[config.mk]
export PLATFORM = sky130hd
export DESIGN_NAME = bcd_to_bin_seq
export DESIGN_NICKNAME = d
export VERILOG_FILES = /design/src/rtl/bcd_to_bin_seq.sv
export SDC_FILE = /design/constraint.sdc
export NUM_CORES = 1
export LEC_CHECK = 0
export ABC_AREA = 0
export CAP_MARGIN = 10
export CORE_UTILIZATION = 39
export CTS_CLUSTER_SIZE = 20
export DETAILED_ROUTE_END_ITERATION = 8
export REMOVE_ABC_BUFFERS = 1
export SYNTH_ARGS = -nofsm -noshare
export SYNTH_HDL_FRONTEND = slang
export SYNTH_SLANG_ARGS = --single-unit
[constraint.sdc]
create_clock -name clk -period 1.2 [get_ports clk]
set_input_delay 0.24 -clock clk [delete_from_list [all_inputs] [get_ports clk]]
set_output_delay 0.24 -clock clk [all_outputs]
set_load 0.02 [all_outputs]
[src/rtl/bcd_to_bin_seq.sv]
// Sequential packed-BCD to binary converter (reverse double-dabble, one bit per clock).
// Optional invalid-digit flagging is enabled by defining BCD_TO_BIN_ERR_EN.
module bcd_to_bin_seq #(
  parameter int unsigned N_DIGITS = 3,
  parameter int unsigned BIN_W    = 10
) (
  input  logic                  clk,
  input  logic                  rst_n,
  input  logic                  start,
  input  logic [4*N_DIGITS-1:0] bcd,
  output logic                  busy,
  output logic                  done,
  output logic [BIN_W-1:0]      bin,
  output logic                  err
);

  localparam int unsigned BCD_W = 4 * N_DIGITS;
  localparam int unsigned CNT_W = (BIN_W > 1) ? $clog2(BIN_W) : 1;

  typedef enum logic {
    S_IDLE,
    S_SHIFT
  } state_e;

  state_e             state_q, state_d;
  logic [BCD_W-1:0]   bcd_q, bcd_d, bcd_sh;
  logic [BIN_W-1:0]   acc_q, acc_d, acc_sh;
  logic [CNT_W-1:0]   cnt_q, cnt_d;
  logic               busy_q, busy_d;
  logic               done_q, done_d;
  logic [BIN_W-1:0]   bin_q, bin_d;

`ifdef BCD_TO_BIN_ERR_EN
  logic               bad_digit_c;
  logic               flag_q, flag_d;
  logic               err_q, err_d;

  // Any input digit above 9 marks the request as invalid.
  always_comb begin
    bad_digit_c = 1'b0;
    for (int i = 0; i < int'(N_DIGITS); i++) begin
      if (bcd[4*i +: 4] > 4'd9) bad_digit_c = 1'b1;
    end
  end
`endif

  // One reverse double-dabble step: shift right, then pull every digit >= 8 down by 3.
  always_comb begin
    acc_sh = {bcd_q[0], acc_q[BIN_W-1:1]};
    bcd_sh = bcd_q >> 1;
    for (int i = 0; i < int'(N_DIGITS); i++) begin
      if (bcd_sh[4*i+3]) bcd_sh[4*i +: 4] = bcd_sh[4*i +: 4] - 4'd3;
    end
  end

  always_comb begin
    state_d = state_q;
    bcd_d   = bcd_q;
    acc_d   = acc_q;
    cnt_d   = cnt_q;
    busy_d  = busy_q;
    done_d  = 1'b0;
    bin_d   = bin_q;
`ifdef BCD_TO_BIN_ERR_EN
    flag_d  = flag_q;
    err_d   = err_q;
`endif
    case (state_q)
      S_IDLE: begin
        if (start) begin
          bcd_d   = bcd;
          acc_d   = '0;
          cnt_d   = '0;
          busy_d  = 1'b1;
          state_d = S_SHIFT;
`ifdef BCD_TO_BIN_ERR_EN
          flag_d  = bad_digit_c;
`endif
        end
      end
      S_SHIFT: begin
        bcd_d = bcd_sh;
        acc_d = acc_sh;
        cnt_d = cnt_q + CNT_W'(1);
        if (cnt_q == CNT_W'(BIN_W - 1)) begin
          done_d  = 1'b1;
          busy_d  = 1'b0;
          state_d = S_IDLE;
`ifdef BCD_TO_BIN_ERR_EN
          bin_d   = flag_q ? '0 : acc_sh;
          err_d   = flag_q;
`else
          bin_d   = acc_sh;
`endif
        end
      end
      default: state_d = S_IDLE;
    endcase
  end

  always_ff @(posedge clk or negedge rst_n) begin
    if (!rst_n) begin
      state_q <= S_IDLE;
      bcd_q   <= '0;
      acc_q   <= '0;
      cnt_q   <= '0;
      busy_q  <= 1'b0;
      done_q  <= 1'b0;
      bin_q   <= '0;
`ifdef BCD_TO_BIN_ERR_EN
      flag_q  <= 1'b0;
      err_q   <= 1'b0;
`endif
    end else begin
      state_q <= state_d;
      bcd_q   <= bcd_d;
      acc_q   <= acc_d;
      cnt_q   <= cnt_d;
      busy_q  <= busy_d;
      done_q  <= done_d;
      bin_q   <= bin_d;
`ifdef BCD_TO_BIN_ERR_EN
      flag_q  <= flag_d;
      err_q   <= err_d;
`endif
    end
  end

  assign busy = busy_q;
  assign done = done_q;
  assign bin  = bin_q;
`ifdef BCD_TO_BIN_ERR_EN
  assign err  = err_q;
`else
  assign err  = 1'b0;
`endif

endmodule

==> results of run 1 <==
==> metal layers <==
| layer | GRT usage | wire length, µm | up-vias |
|---|---|---|---|
| met1 | 0.179 | 1430 | 601 |
| li1 | - | - | 631 |
| met3 | 0.0467 | 157 | 7 |
| met4 | 0.0703 | 60 | 0 |
| met2 | 0.286 | 1590 | 30 |
| met5 | 0 | 0 | - |
==> placed cells by master (no fill, tap or decap), drive strengths merged, types with 3 or more instances in the layout <==
master and n:
o22ai 3, buf 17, o21ai 15, clkdlybuf4s50 13, xor2 3, nor2 5, dfrtp 38, nor2b 4
clkbuf 8, a211oi 4, mux2i 10, a21oi 7, xnor2 3, ha 4, inv 4, nand2 55
==> stage by stage <==
stage,instances,utilization,total power (µW),hold WS [ns]
after floorplan,163,-,3550,-0.0556
final,257,0.527,5470,0.434
after global placement,247,0.497,4300,0.221
after CTS,256,0.534,5530,0.447
after global routing,257,0.527,5900,0.477
after detailed placement,247,0.497,4450,0.225
==> kinds of logic (layout without fill, tap and decap cells) <==
group / after synthesis / after routing / share of synthesized area
adder cells (fa/ha/maj): 4 / 4 / 0.0290
other: 1 / 1 / 0.00218
multiplexers: 10 / 10 / 0.0581
AO/OA/AOI/OAI: 31 / 31 / 0.102
AND/OR/NAND/NOR: 69 / 69 / 0.168
flip-flops: 38 / 38 / 0.552
XOR/XNOR: 6 / 6 / 0.0305
buffers and inverters: 15 / 48 / 0.0574
==> area by class of cell <==
class                           count  area share
Sequential cell                    38       0.439
Multi-Input combinational cell    121       0.328
Timing Repair Buffer               36       0.144
Clock buffer                        5      0.0317
Tap cell                           50      0.0289
Clock inverter                      3      0.0185
Inverter                            4     0.00923
==> worst min-delay path, cell delays in order <==
cell,delay (ns)
dlygate4sd3_1,0.52
buf_2,0.12
buf_12,0.22
==> worst max path at each step <==
stage | from | end | slack [ns] | cells after the start
global route | cnt_q[1] | bin[4] | -0.05 | 6
finish | cnt_q[1] | bin[4] | 0.02 | 6
global placement | start | bcd_q[2] | -0.16 | 5
floorplan | state_q | busy | -0.38 | 3
CTS | cnt_q[1] | bin[6] | -0.03 | 6
detailed placement | start | bcd_q[6] | -0.27 | 5
==> timing repair <==
item / in CTS / in global routing
cloned: 0 / 0
endpoints found under the hold margin: 38 / 0
pin swaps: 3 / 2
buffers inserted: 0 / 1
setup endpoints to repair: 24 / 23
hold buffers: 1 / 0
gates resized for setup: 38 / 18
==> power groups by stage <==
stage / Clock (µW) / Sequential (µW) / Combinational [µW]
final: 1070 / 2340 / 2060
after global routing: 1140 / 2420 / 2340
after CTS: 1100 / 2330 / 2110
after detailed placement: 0 / 2330 / 2120
after global placement: 0 / 2290 / 2000
after floorplan: 0 / 2520 / 1040
==> state kept, by name, indices dropped and copies added (netlist names) <==
register and count:
acc_q 9, busy 1, state_q 1, bcd_q 12
bin 10, cnt_q 4, done 1
==> results.tsv, run 1 <==
metric	value	unit
top-count cell post-synth	nand2_1	
min Tclk post-route	1.18	ns
FF/Latch Area	952	µm²
Async SR Flop Fraction	1.00	
P_leak	0.00104	µW
global route total overflow	0	
Clock Latency Late Sink	0.29	ns
ant diodes	0	
post-synthesis instance total	174	
Vias	1269	
Area contributors post-synth	dfrtp_1 55%, nand2_1 12%, mux2i_1 5.8%	
Clock power frac	0.196	
wire per inst	12.6	µm
worst path bufs/invs	2	
Final GP Congestion	0.752	
Die Height	68.5	µm
TritonCTS Buffers	5	
dpl hpwl	2.28	mm
Primary FF master, synth	dfrtp_1	
largest stage delay on the critical path	0.43	ns
antenna-violating nets left	0	
Total GRT Usage	0.162	
Fin Clk Skew	0.0116	ns
Hold Crit Class	in -> async	
sequential share of the synthesized area	0.552	
number of synthesis warnings	0	
total wire length	3.24	mm
Unique masters post-synth	25	
final cycle utilization of the critical path	0.984	
P_int	3410	µW
Setup TNS	0	ns
FMAX	847	MHz
H-tree levels	2	
setup violators final	0	
PwrDens	2520	nW/µm²
WP data required	1.38	ns
drt initial violations	82	
Port Buffers	26	
FF+latch count, synth	38	
number of max-cap violations	0	
most frequent cells after synthesis	55 x nand2_1, 38 x dfrtp_1, 14 x o21ai_0	
worst reg2reg path endpoint	bin[4]	
worst vdd ir	0.797	mV
clock root buffer	clkbuf_8	
first-pass GRT wire length	5.49	mm
Setup WS pre-CTS	-0.270	ns
Slew Viols, Final	0	
EDFF count, synth	0	
multi-input logic area	712	µm²
initial antenna violation count	0	
Initial Util	0.419	
Crit path max-delay family	flip-flops	
core footprint	4120	µm²
clock sinks	38	
Critical Path, Cell by Cell	inv_2 > ha_4 > nand4b_4 > buf_6 > nand2_1 > nand2_1	
Worst EP arrival	1.36	ns
Layout Nets	225	
layout cells sized above 1	0.208	
vias in the first global route	1271	
First-pass DRT Iterations	4	
final worst setup slack	0.0195	ns
largest net degree at the start of global routing	39	
DR vias/cell	4.94	
Filler cells	359	
Sw Share	0.376	
worst reg-to-reg path cell count	6	
Setup CP Type	reg -> reg	
# rows	23	
Net Sw Power	2050	µW
die area	4690	µm²
crit end category	flop	
flop-to-flop setup slack	0.02	ns
design area	2170	µm²
sequential share of power	0.427	
Worst setup SP type	flop	
top cell type by total area after synthesis	dfrtp_1	
post-synth top area share	0.552	
Clock Path Buffers	2	
Worst path most repeated cell	nand2_1	
clk slew on worst S/H paths	0.08	ns
combinational share of power	0.377	
placed inst area	2040	µm²
IO Pins	28	
RSZ-0062 raised after global routing	yes	
Crit Path Max Fanout	8	
P&R area growth vs syn	25.9	%
DRC violations left	0	
TritonCTS clock tree	done	
origin of the critical flop-to-flop path	cnt_q[1]	
status	finished clean	
Critical-path top delay cell	dfrtp_1	
Synth Area per Inst	9.90	µm²
Final Hold Violating Endpoints	0	
Mapped Area	1720	µm²
die width	68.5	µm
(Power assumes the default switching activity.)
==> run 2, diff against run 1 <==
ABC_AREA = 1   (was 0)
CTS_CLUSTER_SIZE = 24   (was 20)
HOLD_SLACK_MARGIN = 0.02   (was not set)
==> run 2 against run 1 <==
Compared with the run above:
- combinational power is 5% higher
- global-route usage grew 0.70 points
- sequential share of layout area shrank 3.2 points
- first-iteration DRC count up 6.1%
- sequential power decreased by 8%
- cell count grew 22%
- flip-flop and latch count stayed put
- fmax is 0.11% lower
==> results.tsv, run 2 <==
metric	value	unit	change
flop-to-flop setup slack	0.02	ns	about the same
drt initial violations	87		+6.1%
first-pass GRT wire length	6.33	mm	+15%
initial antenna violation count	0		unchanged
core footprint	4320	µm²	+5.1%
Layout Nets	280		+24%
top-count cell post-synth	nand2_1		
IO Pins	28		unchanged
die area	4770	µm²	+1.8%
Synth Area per Inst	8.05	µm²	-19%
clock root buffer	clkbuf_8		
register bank with the most flops	bcd_q		
Met1 Wirelength	1.56	mm	+9.1%
Port Buffers	26		unchanged
Final GP Congestion	0.753		+0.24%
WP data required	1.39	ns	about the same
die width	69.1	µm	+0.88%
number of max-cap violations	0		unchanged
# rows	24		+4.3%
largest net degree at the start of global routing	39		unchanged
Area contributors post-synth	dfrtp_1 54%, nand2_1 17%, nand3_1 8.0%		
RSZ-0062 raised after global routing	yes		
P_leak	0.00125	µW	+20%
Slew Viols, Final	0		unchanged
global route total overflow	0		unchanged
Initial Util	0.406		-0.0130
Critical-path top delay cell	dfrtp_1		
post-synth top area share	0.542		-0.00984
wire per inst	10.8	µm	-14%
Total GRT Usage	0.169		+0.00701
most common cell after layout, fill and taps aside	nand2_1		
TritonCTS clock tree	done		
total wire length	3.39	mm	+4.7%
placed inst area	2160	µm²	+5.8%
Async SR Flop Fraction	1.00		unchanged
min Tclk post-route	1.18	ns	+0.00128 ns
final worst setup slack	0.0182	ns	-0.00128 ns
top cell type by total area after synthesis	dfrtp_1		
DR top layer	met4		
largest stage delay on the critical path	0.40	ns	-0.03 ns
Die Height	69.1	µm	+0.88%
crit end category	flop		
design area	2340	µm²	+7.7%
origin of the critical flop-to-flop path	cnt_q[1]		
Clock Path Buffers	2		unchanged
most frequent cells after synthesis	81 x nand2_1, 38 x dfrtp_1, 28 x inv_1, 28 x nand3_1, 11 x nor2_1		
PwrDens	2440	nW/µm²	-3.4%
Clock Latency Late Sink	0.30	ns	about the same
Filler cells	429		+19%
number of synthesis warnings	0		unchanged
Fin Clk Skew	0.00700	ns	-0.00458 ns
Worst Setup SP	cnt_q[1]		
Worst EP arrival	1.37	ns	about the same
final cycle utilization of the critical path	0.985		+0.00107
sequential share of the synthesized area	0.542		-0.00984
Crit path max-delay family	flip-flops		
worst hold slack	0.430	ns	-0.00438 ns
FMAX	846	MHz	-0.11%
First-pass DRT Iterations	4		unchanged
DRC violations left	0		unchanged
Setup WS pre-CTS	-0.158	ns	+0.112 ns
Setup TNS	0	ns	unchanged
layout cells sized above 1	0.221		+0.0136
Setup CP Type	reg -> reg		
Unique masters post-synth	17		-32%
EDFF count, synth	0		unchanged
Final Hold Violating Endpoints	0		unchanged
Setup crit end	bin[7]		
vias in the first global route	1455		+14%
Vias	1424		+12%
Met3 Routed Length	135	µm	-14%
Crit Path Max Fanout	5		-3
P&R area growth vs syn	33.2	%	
Layout Utilization	0.540		+0.0133
leading cell types in the layout, fill and taps excluded	69 x nand2_1, 37 x dfrtp_1, 28 x nand3_1		
FF+latch count, synth	38		unchanged
worst vdd ir	0.917	mV	+15%
Mapped Area	1750	µm²	+1.8%
TritonCTS Buffers	5		unchanged
clk slew on worst S/H paths	0.08	ns	about the same
Primary FF master, synth	dfrtp_1		
ant diodes	0		unchanged
dpl hpwl	2.37	mm	+4.0%
Largest register FFs	12		unchanged
Critical Path, Cell by Cell	inv_2 > ha_4 > nand2_2 > inv_2 > nand2_4 > clkbuf_16 > nand2_2 > nand2_1		
setup violators final	0		unchanged
H-tree levels	2		unchanged
worst reg-to-reg path cell count	8		+2
worst path bufs/invs	3		+1
clock sinks	38		unchanged
Worst setup SP type	flop		
critical path depth	8		+2
Hold Crit Class	in -> async		
status	finished clean		
antenna-violating nets left	0		unchanged
FF/Latch Area	952	µm²	unchanged
routed length on met2	1.63	mm	+2.8%
worst reg2reg path endpoint	bin[7]		
multi-input logic area	677	µm²	-4.9%
DR vias/cell	4.54		-8.2%
post-synthesis instance total	218		+25%
-- run 2: cell families after synthesis --
group,count (synthesis),share of synthesized area
AO/OA/AOI/OAI,12,0.0399
adder cells (fa/ha/maj),4,0.0285
buffers and inverters,40,0.0991
flip-flops,38,0.542
other,1,0.00214
AND/OR/NAND/NOR,123,0.288
-- run 2: timing repair --
action | CTS | global route
setup buffers | 1 | 0
hold buffers | 1 | 0
pin swaps | 0 | 0
endpoints found under the hold margin | 38 | 0
gates resized for setup | 36 | 28
setup endpoints to repair | 14 | 23
cloned | 0 | 1
-- run 2: routing by layer --
| metal | vias to the layer above | GRT usage |
|---|---|---|
| met5 | - | 0 |
| met4 | 0 | 0.0680 |
| met3 | 5 | 0.0497 |
| met2 | 27 | 0.289 |
| met1 | 639 | 0.197 |
| li1 | 753 | - |
-- run 2: worst min path at each step --
stage | cells after the start | endpoint | slack [ns]
2_1_floorplan | 0 | acc_q[1] | -0.06
3_3_place_gp | 2 | bin[3] | 0.23
3_5_place_dp | 2 | bin[3] | 0.23
4_1_cts | 3 | bin[3] | 0.44
5_1_grt | 3 | bin[2] | 0.46
6_report | 3 | bin[2] | 0.43
-- run 2: power by group --
part           switching [µW]  total (µW)  internal (µW)
Sequential                366        2160           1800
Combinational            1210        2170            955
Clock                     471        1360            887
Total                    2050        5690           3640
-- run 2: worst min-delay path, stage by stage --
cell,delay [ns]
dlygate4sd3_1,0.52
buf_2,0.12
buf_12,0.22
-- run 2: stage by stage --
step	total power, µW	std cells
floorplan	3380	209
global placement	4300	303
detailed placement	4350	303
CTS	5710	313
global route	6220	314
finish	5690	314
-- run 2: final cells by class --
class / count / area share
Clock buffer: 6 / 0.0354
Clock inverter: 2 / 0.0257
Inverter: 31 / 0.0498
Multi-Input combinational cell: 140 / 0.290
Sequential cell: 38 / 0.408
Tap cell: 52 / 0.0279
Timing Repair Buffer: 45 / 0.164
==> run 3, diff against run 2 <==
TNS_END_PERCENT = 1   (was not set)
==> run 3 against run 2 <==
Compared with the run above:
- count of clock-buffer cells in the layout unchanged
- clock power barely moved
- fmax increased by 1.0%
- critical path depth unchanged
- critical path type unchanged
==> results.tsv, run 3 (synthesized netlist as in run 2, its figures left out) <==
metric	value	unit	change
core footprint	4320	µm²	unchanged
Setup Fix Bufs, Post-CTS	0		-1
ant diodes	0		unchanged
first-pass GRT wire length	6.33	mm	unchanged
initial antenna violation count	0		unchanged
FMAX	855	MHz	+1.0%
global route total overflow	0		unchanged
die area	4770	µm²	unchanged
Final Hold Violating Endpoints	0		unchanged
wire per inst	10.8	µm	about the same
Post-Layout Cell Count	313		-0.32%
vias in the first global route	1455		unchanged
Setup CP Type	reg -> reg		
register bank with the most flops	bcd_q		
status	finished clean		
Final GP Congestion	0.753		unchanged
clock sinks	38		unchanged
# rows	24		unchanged
drt initial violations	82		-5.7%
origin of the critical flop-to-flop path	cnt_q[1]		
worst reg-to-reg path cell count	8		unchanged
min Tclk post-route	1.17	ns	-0.0120 ns
placed cell count	303		unchanged
H-tree levels	2		unchanged
Die Height	69.1	µm	unchanged
PwrDens	2430	nW/µm²	-0.28%
Crit Path Max Fanout	5		unchanged
largest net degree at the start of global routing	39		unchanged
TritonCTS clock tree	done		
Hold Crit Class	in -> async		
antenna-violating nets left	0		unchanged
Vias	1431		+0.49%
P_leak	0.00124	µW	-0.46%
Met3 Routed Length	131	µm	-3.0%
clock root buffer	clkbuf_8		
routed length on met2	1.63	mm	-0.25%
most common cell after layout, fill and taps aside	nand2_1		
IO Pins	28		unchanged
Clock Path Buffers	2		unchanged
WP data required	1.40	ns	about the same
DRC violations left	0		unchanged
Largest register FFs	12		unchanged
die width	69.1	µm	unchanged
Worst EP arrival	1.37	ns	about the same
First-pass DRT Iterations	4		unchanged
Setup crit end	bin[4]		
Fin Clk Skew	0.00456	ns	-0.00244 ns
worst vdd ir	0.918	mV	about the same
Worst setup SP type	flop		
clk slew on worst S/H paths	0.08	ns	about the same
P&R area growth vs syn	32.0	%	
Setup TNS	0	ns	unchanged
Layout Utilization	0.536		-0.00463
Worst Setup SP	cnt_q[1]		
layout cells sized above 1	0.199		-0.0221
flop-to-flop setup slack	0.03	ns	about the same
Layout Nets	279		-0.36%
Met1 Wirelength	1.56	mm	-0.32%
leading cell types in the layout, fill and taps excluded	74 x nand2_1, 37 x dfrtp_1, 28 x nand3_1		
setup violators final	0		unchanged
TritonCTS Buffers	5		unchanged
final cycle utilization of the critical path	0.975		-0.0100
DR top layer	met4		
RSZ-0062 raised after global routing	yes		
Initial Util	0.406		unchanged
dpl hpwl	2.37	mm	unchanged
Filler cells	427		-0.47%
Slew Viols, Final	0		unchanged
worst reg2reg path endpoint	bin[4]		
total wire length	3.38	mm	-0.38%
DR vias/cell	4.57		+0.81%
number of max-cap violations	0		unchanged
total power	5620	µW	-1.1%
Total GRT Usage	0.169		unchanged
crit end category	flop		
Port Buffers	26		unchanged
Clock Latency Late Sink	0.30	ns	about the same
run 3: cell count changes in the layout (fill, tap and decap cells not counted), sizes merged:
cell | before | now
buf | 29 | 28
run 3: area by class of cell:
class	count	area, µm²	share of cell area
multi-input combinational	140	664	0.287
tap	52	65.1	0.0281
sequential	38	952	0.411
inverter	31	116	0.0502
clock buffer	6	82.6	0.0357
clock inverter	2	60.1	0.0259
timing repair buffer	44	375	0.162
run 3: report_power, final:
part           total [µW]  switching, µW  leakage, µW  internal (µW)
Combinational        2120           1200     0.000690            914
Sequential           2150            355     0.000482           1800
Clock                1360            469    0.0000714            887
run 3: per-stage QoR:
| step | hold WS (ns) | cell area, µm² | setup WS [ns] |
|---|---|---|---|
| final | 0.429 | 2320 | 0.0303 |
| after global routing | 0.458 | 2320 | -0.0312 |
| after CTS | 0.438 | 2330 | 0.0121 |
| after detailed placement | 0.226 | 2160 | -0.158 |
| after global placement | 0.227 | 2160 | -0.141 |
| after floorplan | -0.0556 | 1700 | -0.187 |
run 3: per-layer routing:
metal  vias to the layer above  global-route usage
li1                        752                   -
met1                       647               0.197
met2                        27               0.289
met3                         5              0.0497
met4                         0              0.0680
met5                         -                   0
run 3: critical path, stage by stage (launching register included):
cell and delay, ns:
dfrtp_1 0.40, inv_2 0.08, ha_4 0.12, nand2_2 0.05, inv_2 0.08, nand2_4 0.07, clkbuf_16 0.17, nand2_1 0.05
nand2_1 0.04
run 3: timing repair:
action,4_1_cts,5_1_grt
endpoints found under the setup margin,14,22
hold endpoints to repair,38,0
hold buffers,1,0
cloned,0,1
resized for setup,36,23
run 3: how the worst min path moves through the flow:
stage	startpoint	end	slack [ns]	depth (start not counted)
final	rst_n	bin[2]	0.43	3
after global routing	rst_n	bin[2]	0.46	3
after CTS	rst_n	bin[3]	0.44	3
after detailed placement	rst_n	bin[3]	0.23	2
after global placement	rst_n	bin[3]	0.23	2
after floorplan	rst_n	acc_q[1]	-0.06	0
==> edit 1 (config.mk and constraints of run 2) <==
Build with the macro `BCD_TO_BIN_ERR_EN` defined.
--- a/src/rtl/bcd_to_bin_seq.sv
+++ b/src/rtl/bcd_to_bin_seq.sv
@@ -1,4 +1,6 @@
 // Sequential packed-BCD to binary converter (reverse double-dabble, one bit per clock).
 // Optional invalid-digit flagging is enabled by defining BCD_TO_BIN_ERR_EN.
+`define BCD_TO_BIN_ERR_EN
+
 module bcd_to_bin_seq #(
   parameter int unsigned N_DIGITS = 3,
Check against the original RTL: same outputs for any inputs over 10 cycles, from zero or initial values and one cycle with rst_n low; that may be too few to reach the edited logic, so the function may still have changed.
==> edit 1 against run 2 <==
Clock power down 39%; setup slack better by 16 ps; register-to-register slack better by 30 ps; critical endpoint is now bin[2]; final area down 1.6%; area after synthesis up 3.6%; sequential share of layout area up 2.8 points; routed wire length up 1.9%; largest cell class unchanged; power down 6.4%; sequential power up 7%; sequential cell count up 2; utilization down 2.0 points.
==> edit 1: results <==
export IMPL_wl_met2_um=1574
export IMPL_leakage_nw=1.136
export IMPL_ff2ff_setup_slack_ps=50
export IMPL_use_met2_pct=25.71
export IMPL_buffers=42
export IMPL_crit_type="register to output pin"
export IMPL_grt_usage_pct=16.43
export IMPL_sw_frac_of_total_pct=38.12
export IMPL_dp_hpwl_um=2347
export IMPL_dp_cells=284
export IMPL_drtIter0Drc=73
export IMPL_bufAreaShareNonClock_pct=16.06
export IMPL_seq_share_pct=43.60
export IMPL_clockNetworkAreaShare_pct=3.375
export IMPL_rr_endpoint="bin[2]$_DFFE_PN0P_"
export IMPL_grt_max_degree=41
export IMPL_met1_length_um=1666
export IMPL_routed_wl_um=3454
export IMPL_grt_util_met1_pct=21.86
export IMPL_synth_area_per_cell_um2=8.994
export IMPL_synth_xor_xnor_area_share_pct=0.4821
export IMPL_place_congestion=0.8249
export IMPL_final_cells=296
export IMPL_synth_area_leaders="dfrtp_1 (55%), nand2_1 (14%), inv_1 (4.5%)"
export IMPL_synthDistinctLibCells=23
export IMPL_status="completed"
export IMPL_synthTopCellsByCount="nand2_1 (70), dfrtp_1 (40), inv_1 (22)"
export IMPL_yosys_area_share_adder_pct=2.755
export IMPL_worst_path_max_fanout=2
export IMPL_grt_pass1_wl_um=6306
export IMPL_ys_seq_area_share_pct=55.10
export IMPL_multi_input_gates=129
export IMPL_fillCellCount=427
export IMPL_seqPwrFrac_pct=43.3
## edit 1: changes by cell type after synthesis, sizes merged, moves of 2 or more
cell / delta
nand2: -10
o211ai: +4
nor2: -2
nand3: -15
o21ai: +8
dfrtp: +2
inv: -5
## edit 1: worst max-delay path by stage
stage                                    end  slack [ps]
after floorplan              err$_DFFE_PN0P_         -90
after global placement    flag_q$_DFFE_PN0P_        -150
after detailed placement  flag_q$_DFFE_PN0P_        -190
after CTS                 bin[2]$_DFFE_PN0P_          -1
after global routing      bin[2]$_DFFE_PN0P_         -50
final                                 bin[2]          30
## edit 1: metrics by stage
stage                     hold slack, ps  power (mW)  cell area [um^2]  TNS (ps)  setup slack (ps)
after floorplan                   -55.59       3.567              1749     -1202            -91.89
after global placement             228.8       4.418              2175     -3125            -152.1
after detailed placement           225.1       4.461              2175     -3643            -191.2
after CTS                          450.6       5.358              2310    -1.441            -1.441
after global routing               483.0       5.776              2298    -196.0            -53.28
final                              447.0       5.325              2298         0             34.35
==> edit 2 (settings of run 2) <==
Made on the original files. Reset style: synchronous (`rst_n`), changed in one clocked block.
--- a/src/rtl/bcd_to_bin_seq.sv
+++ b/src/rtl/bcd_to_bin_seq.sv
@@ -99,5 +99,5 @@
   end
 
-  always_ff @(posedge clk or negedge rst_n) begin
+  always_ff @(posedge clk) begin
     if (!rst_n) begin
       state_q <= S_IDLE;
Function: differs if rst_n is asserted again (counterexample within 4 cycles, from zero or initial values and one cycle with rst_n low); with rst_n held inactive, the same outputs for 10 cycles.
==> edit 2 against run 2 <==
Via count increased by 5.3%; register-to-register slack improved by 60 ps; routed wire length increased by 3.8%; final area decreased by 6.7%; area after synthesis decreased by 3.5%; critical path type is now register to output pin; setup slack improved by 20 ps; sequential cell count unchanged; critical endpoint is now bin[6].
Power is not compared: it rests on default switching activity, and its combinational part moved more than twofold at a synthesized area within 25%.
==> edit 2: results <==
export IMPL_grt_pass1_vias=1330
export IMPL_worst_path_max_fanout=2
export IMPL_nonClockInverterCount=21
export IMPL_cp_startpoint="bin[6]$_SDFFE_PN0P_"
export IMPL_routed_wl_um=3518
export IMPL_synthTopCellsByCount="nand2_1 (97), dfxtp_1 (38), nand3_1 (22)"
export IMPL_dp_cells=322
export IMPL_grt_usage_pct=17.29
export IMPL_ff2ff_setup_slack_ps=80
export IMPL_clockNetworkAreaShare_pct=3.791
export IMPL_seqCellArea_um2=763.2
export IMPL_drive_above_1_share_pct=14.29
export IMPL_wl_met2_um=1548
export IMPL_skew_ps=7.457
export IMPL_synth_main_ff_cell="dfxtp_1"
export IMPL_critical_path_arrival_ps=920
export IMPL_drtIter0Drc=80
export IMPL_clockBufferDepth=2
export IMPL_multi_input_area_um2=770.7
export IMPL_max_stage_delay_ps=330
export IMPL_wl_met3_um=119
export IMPL_rr_endpoint="acc_q[5]$_SDFFE_PN0P_"
export IMPL_syn_area_um2=1693
export IMPL_cts_resized=16
export IMPL_fin_crit_ps=1162
export IMPL_synth_area_per_cell_um2=7.054
export IMPL_place_area_um2=2088
export IMPL_ys_seq_area_share_pct=44.94
export IMPL_bufAreaShareNonClock_pct=19.30
export IMPL_multi_input_gates=169
export IMPL_dp_hpwl_um=2444
export IMPL_met1_length_um=1784
export IMPL_buffers=46
export IMPL_design_seq_count=38
export IMPL_synthDistinctLibCells=20
export IMPL_reg2reg_depth=6
export IMPL_synth_area_leaders="dfxtp_1 (45%), nand2_1 (22%), nand3_1 (6.5%)"
export IMPL_dominant_cells="multi-input combinational cells"
export IMPL_synth_async_reset_ratio_pct=0
export IMPL_fillCellCount=403
export IMPL_wire_per_inst_um=10.66
export IMPL_place_ws_ps=-290.5
export IMPL_drt_pass1_iter_count=4
export IMPL_status="completed"
export IMPL_place_congestion=0.7245
export IMPL_slowest_stage="dfxtp_1"
-- edit 2: cell types whose count changed after synthesis, moves of 3 or more --
cell,before,now
dfxtp_1,0,38
nand2_1,81,97
a21oi_1,1,17
nand3_1,28,22
dfrtp_1,38,0
o22ai_1,8,0
inv_1,28,20
buf_6,0,3
nor2_1,11,17
-- edit 2: cells by family (layout without fill, tap and decap cells) --
logic type / after synthesis / in the layout / synth area share [%]
flip-flops: 38 / 38 / 44.94
AO/OA/AOI/OAI: 21 / 21 / 6.652
AND/OR/NAND/NOR: 143 / 143 / 35.40
buffers and inverters: 33 / 73 / 9.829
other: 1 / 1 / 0.2215
adder cells (fa/ha/maj): 4 / 4 / 2.957
-- edit 2: layer usage --
layer  up-vias  GRT usage (%)
met5         -              0
met1       656          22.48
met3         7          4.000
li1        817              -
met4         0          8.594
met2        20          26.73
-- edit 2: where the power goes --
group          internal [mW]  switching (mW)  total (mW)
combinational          0.150           0.160       0.311
clock                  0.443           0.432       0.875
sequential              1.30          0.0300        1.33
